**src/rtl/seq_mult_pkg.sv**
```systemverilog
// Shared definitions for the sequential radix-4 signed multiplier.
// Holds the controller state encoding, the partial-product width extension
// and the helper functions that derive step count and counter width from WB.
package seq_mult_pkg;

    // Controller states; encoding is fixed so other blocks and debug tools
    // can decode the raw state value.
    typedef enum logic [1:0] {
        IDLE = 2'd0,
        RUN  = 2'd1,
        DONE = 2'd2
    } state_t;

    // A partial is A times a digit in [-2, 3]; two extra bits cover 3*A and
    // -2*A for the most negative A.
    localparam int PART_EXT = 2;

    // Number of radix-4 steps: one per multiplier bit pair.
    function automatic int step_count(input int wb);
        return wb / 2;
    endfunction

    // Width of the step counter, never less than one bit.
    function automatic int step_cnt_width(input int wb);
        int n;
        n = wb / 2;
        return (n > 1) ? $clog2(n) : 1;
    endfunction

endpackage

```
**src/rtl/seq_mult_layer.sv**
```systemverilog
// Purpose : one radix-4 step - partial product A * digit, digit from a bit pair.
// Latency : purely combinational.
// Backpressure: none; the caller decides when the result is consumed.
// Ports   : a_i (WA-bit signed multiplicand), b_low_i / b_high_i (multiplier
//           bit pair), last_i (bit pair holds the multiplier MSB),
//           partial_o (WA+2-bit signed partial).
module seq_mult_layer
    import seq_mult_pkg::*;
#(
    parameter int WA = 8
) (
    input  logic [WA-1:0]          a_i,
    input  logic                   b_low_i,
    input  logic                   b_high_i,
    input  logic                   last_i,
    output logic [WA+PART_EXT-1:0] partial_o
);

    localparam int PW = WA + PART_EXT;

    logic signed [PW-1:0] a_x1;
    logic signed [PW-1:0] a_x2;
    logic signed [PW-1:0] a_x3;

    assign a_x1 = {{PART_EXT{a_i[WA-1]}}, a_i};
    assign a_x2 = a_x1 <<< 1;
    assign a_x3 = a_x1 + a_x2;

    // Ordinary pairs carry weight +2 on the high bit. The pair containing
    // the multiplier MSB gives that bit weight -2, which is what makes the
    // whole multiplier read as two's complement.
    always_comb begin
        partial_o = '0;
        case ({last_i, b_high_i, b_low_i})
            3'b0_00: partial_o = '0;
            3'b0_01: partial_o = a_x1;
            3'b0_10: partial_o = a_x2;
            3'b0_11: partial_o = a_x3;
            3'b1_00: partial_o = '0;
            3'b1_01: partial_o = a_x1;
            3'b1_10: partial_o = -a_x2;
            3'b1_11: partial_o = a_x1 - a_x2;
            default: partial_o = '0;
        endcase
    end

endmodule

```
**src/rtl/seq_mult_ctrl.sv**
```systemverilog
// Purpose : sequential signed multiplier, WB/2 radix-4 steps per product.
// Latency : out_valid rises WB/2 cycles after the accepting edge.
// Backpressure: product held in DONE until out_ready; in_ready only in IDLE.
// Ports   : clk, rst (async active-high), flush (sync abort),
//           in_valid/in_ready/a_in/b_in (operand handshake),
//           out_valid/out_ready/product (result handshake), busy (RUN or DONE).
module seq_mult_ctrl
    import seq_mult_pkg::*;
#(
    parameter int WA = 8,
    parameter int WB = 8
) (
    input  logic               clk,
    input  logic               rst,
    input  logic               flush,
    input  logic               in_valid,
    output logic               in_ready,
    input  logic [WA-1:0]      a_in,
    input  logic [WB-1:0]      b_in,
    output logic               out_valid,
    input  logic               out_ready,
    output logic [WA+WB-1:0]   product,
    output logic               busy
);

    localparam int N   = step_count(WB);
    localparam int KW  = step_cnt_width(WB);
    localparam int PW  = WA + PART_EXT;
    localparam int PRW = WA + WB;
    localparam logic [KW-1:0] K_LAST = KW'(N - 1);

    state_t           state_q, state_d;
    logic [WA-1:0]    a_q, a_d;
    logic [WB-1:0]    b_q, b_d;
    logic [PRW-1:0]   acc_q, acc_d;
    logic [KW-1:0]    k_q, k_d;

    logic             accept;
    logic             last_step;
    logic             b_low;
    logic             b_high;
    logic [PW-1:0]    partial;
    logic [PRW-1:0]   partial_ext;
    logic [PRW-1:0]   partial_sh;

    // ------------------------------------------------------------------
    // FSM: state register
    // ------------------------------------------------------------------
    always_ff @(posedge clk or posedge rst) begin
        if (rst) begin
            state_q <= IDLE;
        end else begin
            state_q <= state_d;
        end
    end

    // ------------------------------------------------------------------
    // FSM: next state. flush wins over every handshake on the same edge.
    // ------------------------------------------------------------------
    always_comb begin
        state_d = state_q;
        if (flush) begin
            state_d = IDLE;
        end else begin
            case (state_q)
                IDLE:    if (in_valid)  state_d = RUN;
                RUN:     if (last_step) state_d = DONE;
                DONE:    if (out_ready) state_d = IDLE;
                default:                state_d = IDLE;
            endcase
        end
    end

    // ------------------------------------------------------------------
    // FSM: outputs. All handshake outputs decode the registered state only,
    // so there is no combinational path from in_valid or out_ready.
    // ------------------------------------------------------------------
    always_comb begin
        in_ready  = (state_q == IDLE);
        out_valid = (state_q == DONE);
        busy      = (state_q == RUN) || (state_q == DONE);
        product   = (state_q == DONE) ? acc_q : '0;
    end

    // ------------------------------------------------------------------
    // Datapath
    // ------------------------------------------------------------------
    assign accept    = (state_q == IDLE) && in_valid && !flush;
    assign last_step = (k_q == K_LAST);

    // Bit pair for step k sits at b[2k+1:2k].
    assign b_low  = b_q[{k_q, 1'b0}];
    assign b_high = b_q[{k_q, 1'b1}];

    seq_mult_layer #(
        .WA (WA)
    ) u_layer (
        .a_i       (a_q),
        .b_low_i   (b_low),
        .b_high_i  (b_high),
        .last_i    (last_step),
        .partial_o (partial)
    );

    // Sign-extend to the product width, then weight by 4^k. Truncation to
    // PRW bits is exact because the true product always fits.
    assign partial_ext = {{(PRW - PW){partial[PW-1]}}, partial};
    assign partial_sh  = partial_ext << {k_q, 1'b0};

    always_comb begin
        a_d   = a_q;
        b_d   = b_q;
        acc_d = acc_q;
        k_d   = k_q;
        if (flush) begin
            acc_d = '0;
            k_d   = '0;
        end else if (accept) begin
            a_d   = a_in;
            b_d   = b_in;
            acc_d = '0;
            k_d   = '0;
        end else if (state_q == RUN) begin
            acc_d = acc_q + partial_sh;
            k_d   = last_step ? '0 : k_q + KW'(1);
        end
    end

    always_ff @(posedge clk or posedge rst) begin
        if (rst) begin
            a_q   <= '0;
            b_q   <= '0;
            acc_q <= '0;
            k_q   <= '0;
        end else begin
            a_q   <= a_d;
            b_q   <= b_d;
            acc_q <= acc_d;
            k_q   <= k_d;
        end
    end

endmodule

```
**config.mk**
```make
export PLATFORM = sky130hd
export DESIGN_NAME = seq_mult_ctrl
export DESIGN_NICKNAME = d
export VERILOG_FILES = /design/src/rtl/seq_mult_pkg.sv /design/src/rtl/seq_mult_layer.sv /design/src/rtl/seq_mult_ctrl.sv
export SDC_FILE = /design/constraint.sdc
export NUM_CORES = 1
export LEC_CHECK = 0
export ABC_AREA = 1
export ABC_CLOCK_PERIOD_IN_PS = 9300
export BUFFER_PORTS_ARGS = -buffer_cell sky130_fd_sc_hd__buf_2
export CORE_ASPECT_RATIO = 1.1
export CORE_MARGIN = 2
export CORE_UTILIZATION = 59
export CTS_CLUSTER_DIAMETER = 50
export CTS_CLUSTER_SIZE = 25
export DETAILED_ROUTE_END_ITERATION = 10
export PLACE_DENSITY = 0.79
export SYNTH_ARGS = -nofsm -noshare
export SYNTH_HDL_FRONTEND = slang
export SYNTH_SLANG_ARGS = --single-unit
```
**constraint.sdc**
```tcl
create_clock -name clk -period 9.3 [get_ports clk]
set_clock_uncertainty 0.15 [all_clocks]
set_input_delay 0.93 -clock clk [delete_from_list [all_inputs] [get_ports clk]]
set_output_delay 0.93 -clock clk [all_outputs]
set_load 0.005 [all_outputs]
```
# ---- Yosys cells after proc, flatten, opt, wreduce, memory -nomap -nowiden
# Index checks and enable logic that the tools add are counted.
dict set report totals {
  elab_cells 56
  inputBits 21
  reg_bits 36
  output_inout_bits 19
}
dict set report classes {
  n_mux 18
  n_addsub 5
  magnitude_cmp 2
  eq_ne 13
  reduce_logical 11
  n_shift 1
  bitwise_logic 1
}
# operator n
set op_table {}
lappend op_table {{two-way mux 16 bit} 4}
lappend op_table {{case mux 10 bit (6 select lines)} 1}
lappend op_table {{adder 16 bit} 1}
lappend op_table {{two-way mux 2 bit} 8}
lappend op_table {{<< shifter 16 x 3 -> 16 bit} 1}
lappend op_table {{equality test 3 bit (second input constant)} 4}
lappend op_table {{adder 8 x 9 -> 10 bit} 1}
lappend op_table {{negation 9 -> 10 bit} 1}
lappend op_table {{subtractor 8 x 9 -> 10 bit} 1}
lappend op_table {{less-than comparator 3 x 4 -> 1 bit (second input constant)} 2}
lappend op_table {{equality test 3 x 2 -> 1 bit (second input constant)} 2}
lappend op_table {{!= test 3 bit (second input constant)} 2}
lappend op_table {{case mux 2 bit (3 select lines)} 1}
lappend op_table {{binary-select mux 1 bit (select 2 bit)} 2}
lappend op_table {{equality test 2 bit (second input constant)} 2}
lappend op_table {{OR reduction 2 bit} 2}
lappend op_table {{equality test 3 x 1 -> 1 bit (second input constant)} 1}
lappend op_table {{logical NOT 3 bit} 1}
lappend op_table {{!= test 3 x 2 -> 1 bit (second input constant)} 1}
lappend op_table {{AND reduction 3 bit} 1}
lappend op_table {{nonzero test 3 bit} 1}
lappend op_table {{adder 2 x 1 -> 2 bit (second input constant)} 1}
lappend op_table {{equality test 2 x 1 -> 1 bit (second input constant)} 1}
lappend op_table {{logical AND 1 bit} 2}
lappend op_table {{other kinds (6)} 7}

# ---- Depth between registers and ports, before layout
dict set report logic_depth {
  word_depth 10
  depth_mapped 34
  ltp_nobuf 33
}

# ---- Cells and area by module
# A second synthesis with hierarchy kept.
dict set report hier_totals {
  hier_cells 581
  area_unflattened_um2 3702.3
}
# mod area_per_inst_um2 seq_area_each_um2 cells_per_inst instances
set modules_own_cells {}
lappend modules_own_cells {seq_mult_ctrl 2792.7 900.9 398 1}
lappend modules_own_cells {seq_mult_layer 909.6 0.0 183 1}

# ---- Least setup slack after synthesis
# Ideal clock, no wire load.
dict set report synth_path {
  path_kind {reg-to-reg}
  startpoint {reg k_q[0]}
  endpoint {reg acc_q[9]}
  required_ns 9.028
  arrival_ns 3.912
  n_path_buf 2
  stages_incl_launch_ff 24
  setup_time_ns 0.122
  slack_ns 5.117
  period_less_slack_ns 4.183
  path_cell_list {dfrtp_1 buf_2 nand2_1 nand3_1 nand2_1 nand3_2 clkbuf_1 a21oi_1 fa_1 or2_2 nand3_1 nand3_1 o21ai_0 o21ai_0 nand2_1 o21ai_0 ha_1 nand2_1 inv_1 nand3_1 o21ai_1 a21boi_0 or2_2 a32o_1}
}
dict set report synth_between {
  elab_chain_len 10
  word_cells_on_any_way 21
  cone_classes {add/sub: 1; eq/ne: 8; shift: 1; mux: 8; reduce/logical: 3}
}
# item line_no
set synth_lines {}
lappend synth_lines {{from (decl)} seq_mult_ctrl.sv:36} ;# logic [KW-1:0] k_q, k_d;
lappend synth_lines {{from (signal assigned)} seq_mult_ctrl.sv:139} ;# k_q <= k_d;
lappend synth_lines {{binary-select mux 1 bit (select 2 bit) (on tied branches)} {seq_mult_ctrl.sv:92, seq_mult_ctrl.sv:93}}
lappend synth_lines {{two-way mux 1 bit (on tied branches)} {seq_mult_ctrl.sv:92, seq_mult_ctrl.sv:93}}
lappend synth_lines {{equality test 3 x 1 -> 1 bit (tied with other cells)} seq_mult_layer.sv:34} ;# case ({last_i, b_high_i, b_low_i})
lappend synth_lines {{OR reduction 2 bit (no line)} n/a}
lappend synth_lines {{case mux 10 bit (6 select lines)} seq_mult_layer.sv:34}
lappend synth_lines {{<< shifter 16 x 3 -> 16 bit (*)} seq_mult_ctrl.sv:108} ;# assign partial_sh = partial_ext << {k_q, 1'b0};
lappend synth_lines {{adder 16 bit (*)} seq_mult_ctrl.sv:124} ;# acc_d = acc_q + partial_sh;
lappend synth_lines {{two-way mux 16 bit (*)} seq_mult_ctrl.sv:123} ;# end else if (state_q == RUN) begin
lappend synth_lines {{two-way mux 16 bit (*)} seq_mult_ctrl.sv:118} ;# end else if (accept) begin
lappend synth_lines {{two-way mux 16 bit (*)} seq_mult_ctrl.sv:115} ;# if (flush) begin
lappend synth_lines {{to (signal assigned)} seq_mult_ctrl.sv:133} ;# acc_q <= '0;
lappend synth_lines {{to (signal assigned)} seq_mult_ctrl.sv:138} ;# acc_q <= acc_d;
lappend synth_lines {{to (decl)} seq_mult_ctrl.sv:35} ;# logic [PRW-1:0] acc_q, acc_d;
# Mark *: on every way between the ends. The rest lies on a longest branch, timed or not. The select of a mux whose other input is x is not followed.
# A chain may end at the register's enable or synchronous reset.

# ---- Worst setup path after layout
# Ends and elaborated chain as after synthesis.

==> metrics.csv <==
metric,value,unit
fin_area,3819,um^2
cpLargestDelayFamily,simple AND/OR/NAND/NOR gates,
grt-ovfl-total,0,
fin_util,66.61,%
yosys.cell_types.count,38,
io_buffers,39,
first_iter_violations,208,
synth_edf_count,0,
r2r_setup_slack,4.26,ns
syn_to_final_growth,10.30,%
crit_required,9.33,ns
nNetsFinal,621,
antenna_left,0,
yosysMostFrequentCell,nand2_1,
clock_latency,0.29,ns
routedWlPerCell,12.45,um
drive_gt1_share,13.88,%
slowest_stage,dfrtp_1,
rr_worst_depth,24,
setup_viol,0,
cts-buffers-inserted,5,
clk_pin_slew_worst_paths,0.08,ns
relSlewSlack,37.52,%
ff_latch_area,900.9,um^2
critical_path_class,reg2reg,
synthXorXnorAreaFrac,1.771,%
setup_ws,4.257,ns
cellPowerDensity,279.7,nW/um^2
rsz0062_at_grt,no,
synthAdderAreaFrac,12.00,%
cts_tree,yes,
synth_top_area_share,26.02,%
cts_resized,0,
cts_sinks,36,
min_from,b_q[3],
yosys.area_share.simple,35.35,%
wl,8044,um
crit_path_frequent_cell,nand2_1,
p_leak,2.170,nW
reg2reg_to,acc_q[9],
worst_pin_slew,0.9346,ns
post-cts-setup-buffers,0,
start_kind,register,
multi_input_area,2258,um^2
clockBufferDepth,2,
finalSetupTns,0,ns
peakVddDrop,0.0001510,V
top_usage_layer,met2,
async_reset_ff_share,100.0,%
fp.dieW,77.04,um
syn_nets,584,
place.gp.congestion,0.9225,
die_h,84.34,um
drc,0,
synth_area_leader_cell,dfrtp_1,
grt_use_met1,36.58,%
hold_path_depth,1,
drtPass1Iterations,5,
fin_cells,646,
reg2reg_from,k_q[0],
grt_pass1_wl,14430,um
critical_path_peak_fanout,17,
crit_path_start,k_q[0],
synth_top_family_by_area,simple AND/OR/NAND/NOR gates,
worstPathCellList,"inv_2, nand2_1, nand2_1, nand2_1, nand2_2, nand3_2, nor2_1, a21oi_1, fa_1, or2_2, nand3_1, nand3_1, o21ai_0, o21ai_0, nand2_1, o21ai_0, ha_1, nand2_1, inv_1, nand3_1, o21ai_1, a21boi_0, or2_2, a32o_1",
vias_per_cell,5.302,
period_minus_slack,5.043,ns
critPathMaxStageDelay,0.56,ns
core,5733,um^2
diodes,0,
period_share,54.23,%
yosysSeqAreaShare,26.02,%
dp_cells,638,
worstSetupEndpointType,register,
ctsHoldBuffers,0,
rows,29,
vias,3425,
dp_hpwl,6270,um
ys_ff_latch,36,
globalRouteTotalUtil,26.45,%
use_met2,45.37,%
grt.met3_usage,2.903,%
syn_area,3462,um^2
drv_slew,0,
ios,40,
syn_inst,531,
hold_class,reg2reg,
crit_arrival,5.07,ns
dpl-instance-area,3725,um^2
postSynth.topFlopCell,dfrtp_1,
yosys-top-cells-area,"dfrtp_1, nand2_1, ha_1",
synth.area.mux_share,2.241,%
grt_pass1_vias,3175,
die_area,6497,um^2
hold_violations,0,
hold_end,b_q[3],
drv_cap,0,
cts_root_buf,clkbuf_8,
num-fill-cells,533,
syn_avg_cell_area,6.520,um^2
start_util,60.39,%
antenna_found_initial,0,
synth_compound_area_share,13.88,%
crit_buf_inv,2,
cts_max_level,2,
place_ws,4.341,ns
netlist_top_cells_count,"nand2_1, inv_1, nand3_1",
status,"complete, no violations",
max_freq,198.3,MHz
grt_max_degree,37,
ys.warnings.count,0,
==> registers in the layout, summed over array words and instances (netlist names) <==
signal,flops
a_q,8
acc_q,16
b_q,8
k_q,2
state_q,2
==> how the worst max path moves through the flow <==
| stage | cells after the start | slack [ns] | to |
|---|---|---|---|
| global placement | 24 | 4.45 | acc_q[9] |
| CTS | 24 | 4.29 | acc_q[9] |
| floorplan | 23 | 5.12 | acc_q[9] |
| global route | 29 | 3.67 | acc_q[13] |
| detailed placement | 24 | 4.34 | acc_q[9] |
| finish | 24 | 4.26 | acc_q[9] |
==> through the flow <==
step	hold slack, ns	total power, mW
finish	0.3625	1.068
global route	0.3853	1.189
CTS	0.3688	1.064
floorplan	0.3269	0.7875
global placement	0.3441	0.9226
detailed placement	0.3516	0.9393
==> layer usage <==
layer	wire, um	vias up
li1	-	1800
met2	3806	90
met1	3776	1529
met3	400	6
met5	0	-
met4	60	0
==> placed cells by master (no fill, tap or decap), types with 3 or more instances in the layout <==
cell type	Yosys	final
nand2_1	160	160
a21oi_1	38	38
nor2_1	43	43
nor2_2	3	3
o21ai_0	25	25
a32o_1	3	3
o21ai_1	7	7
nand3_1	47	47
nand2_2	7	7
buf_4	1	3
or2_2	6	6
o21bai_1	3	3
mux2_2	6	6
ha_1	30	30
xor2_1	5	5
inv_2	3	3
clkbuf_8	0	6
inv_1	64	64
buf_2	2	39
o22ai_1	4	4
dfrtp_1	36	36
nand4_1	6	6
==> logic make-up (layout without fill, tap and decap cells) <==
logic type                 after synthesis  count (layout)
and+or+nand+nor                        283             283
AOI/OAI and AO/OA                       87              87
buffers and inverters                   79             117
DFF                                     36              36
adders and majority gates               32              32
xor gates and xnor gates                 7               7
muxes                                    7               7
==> cell type report <==
type | count | area share (%)
Timing Repair Buffer | 42 | 5.701
Clock inverter | 1 | 0.1966
Clock buffer | 7 | 2.261
Inverter | 67 | 6.586
Multi-Input combinational cell | 416 | 59.14
Sequential cell | 36 | 23.59
Tap cell | 77 | 2.523
==> where the power goes <==
| part | internal [mW] | switching [mW] |
|---|---|---|
| registers | 0.191 | 0.0369 |
| clock network | 0.0603 | 0.0603 |
| logic | 0.263 | 0.457 |
| total | 0.514 | 0.554 |
No activity file was read; power rests on OpenSTA's default activity.
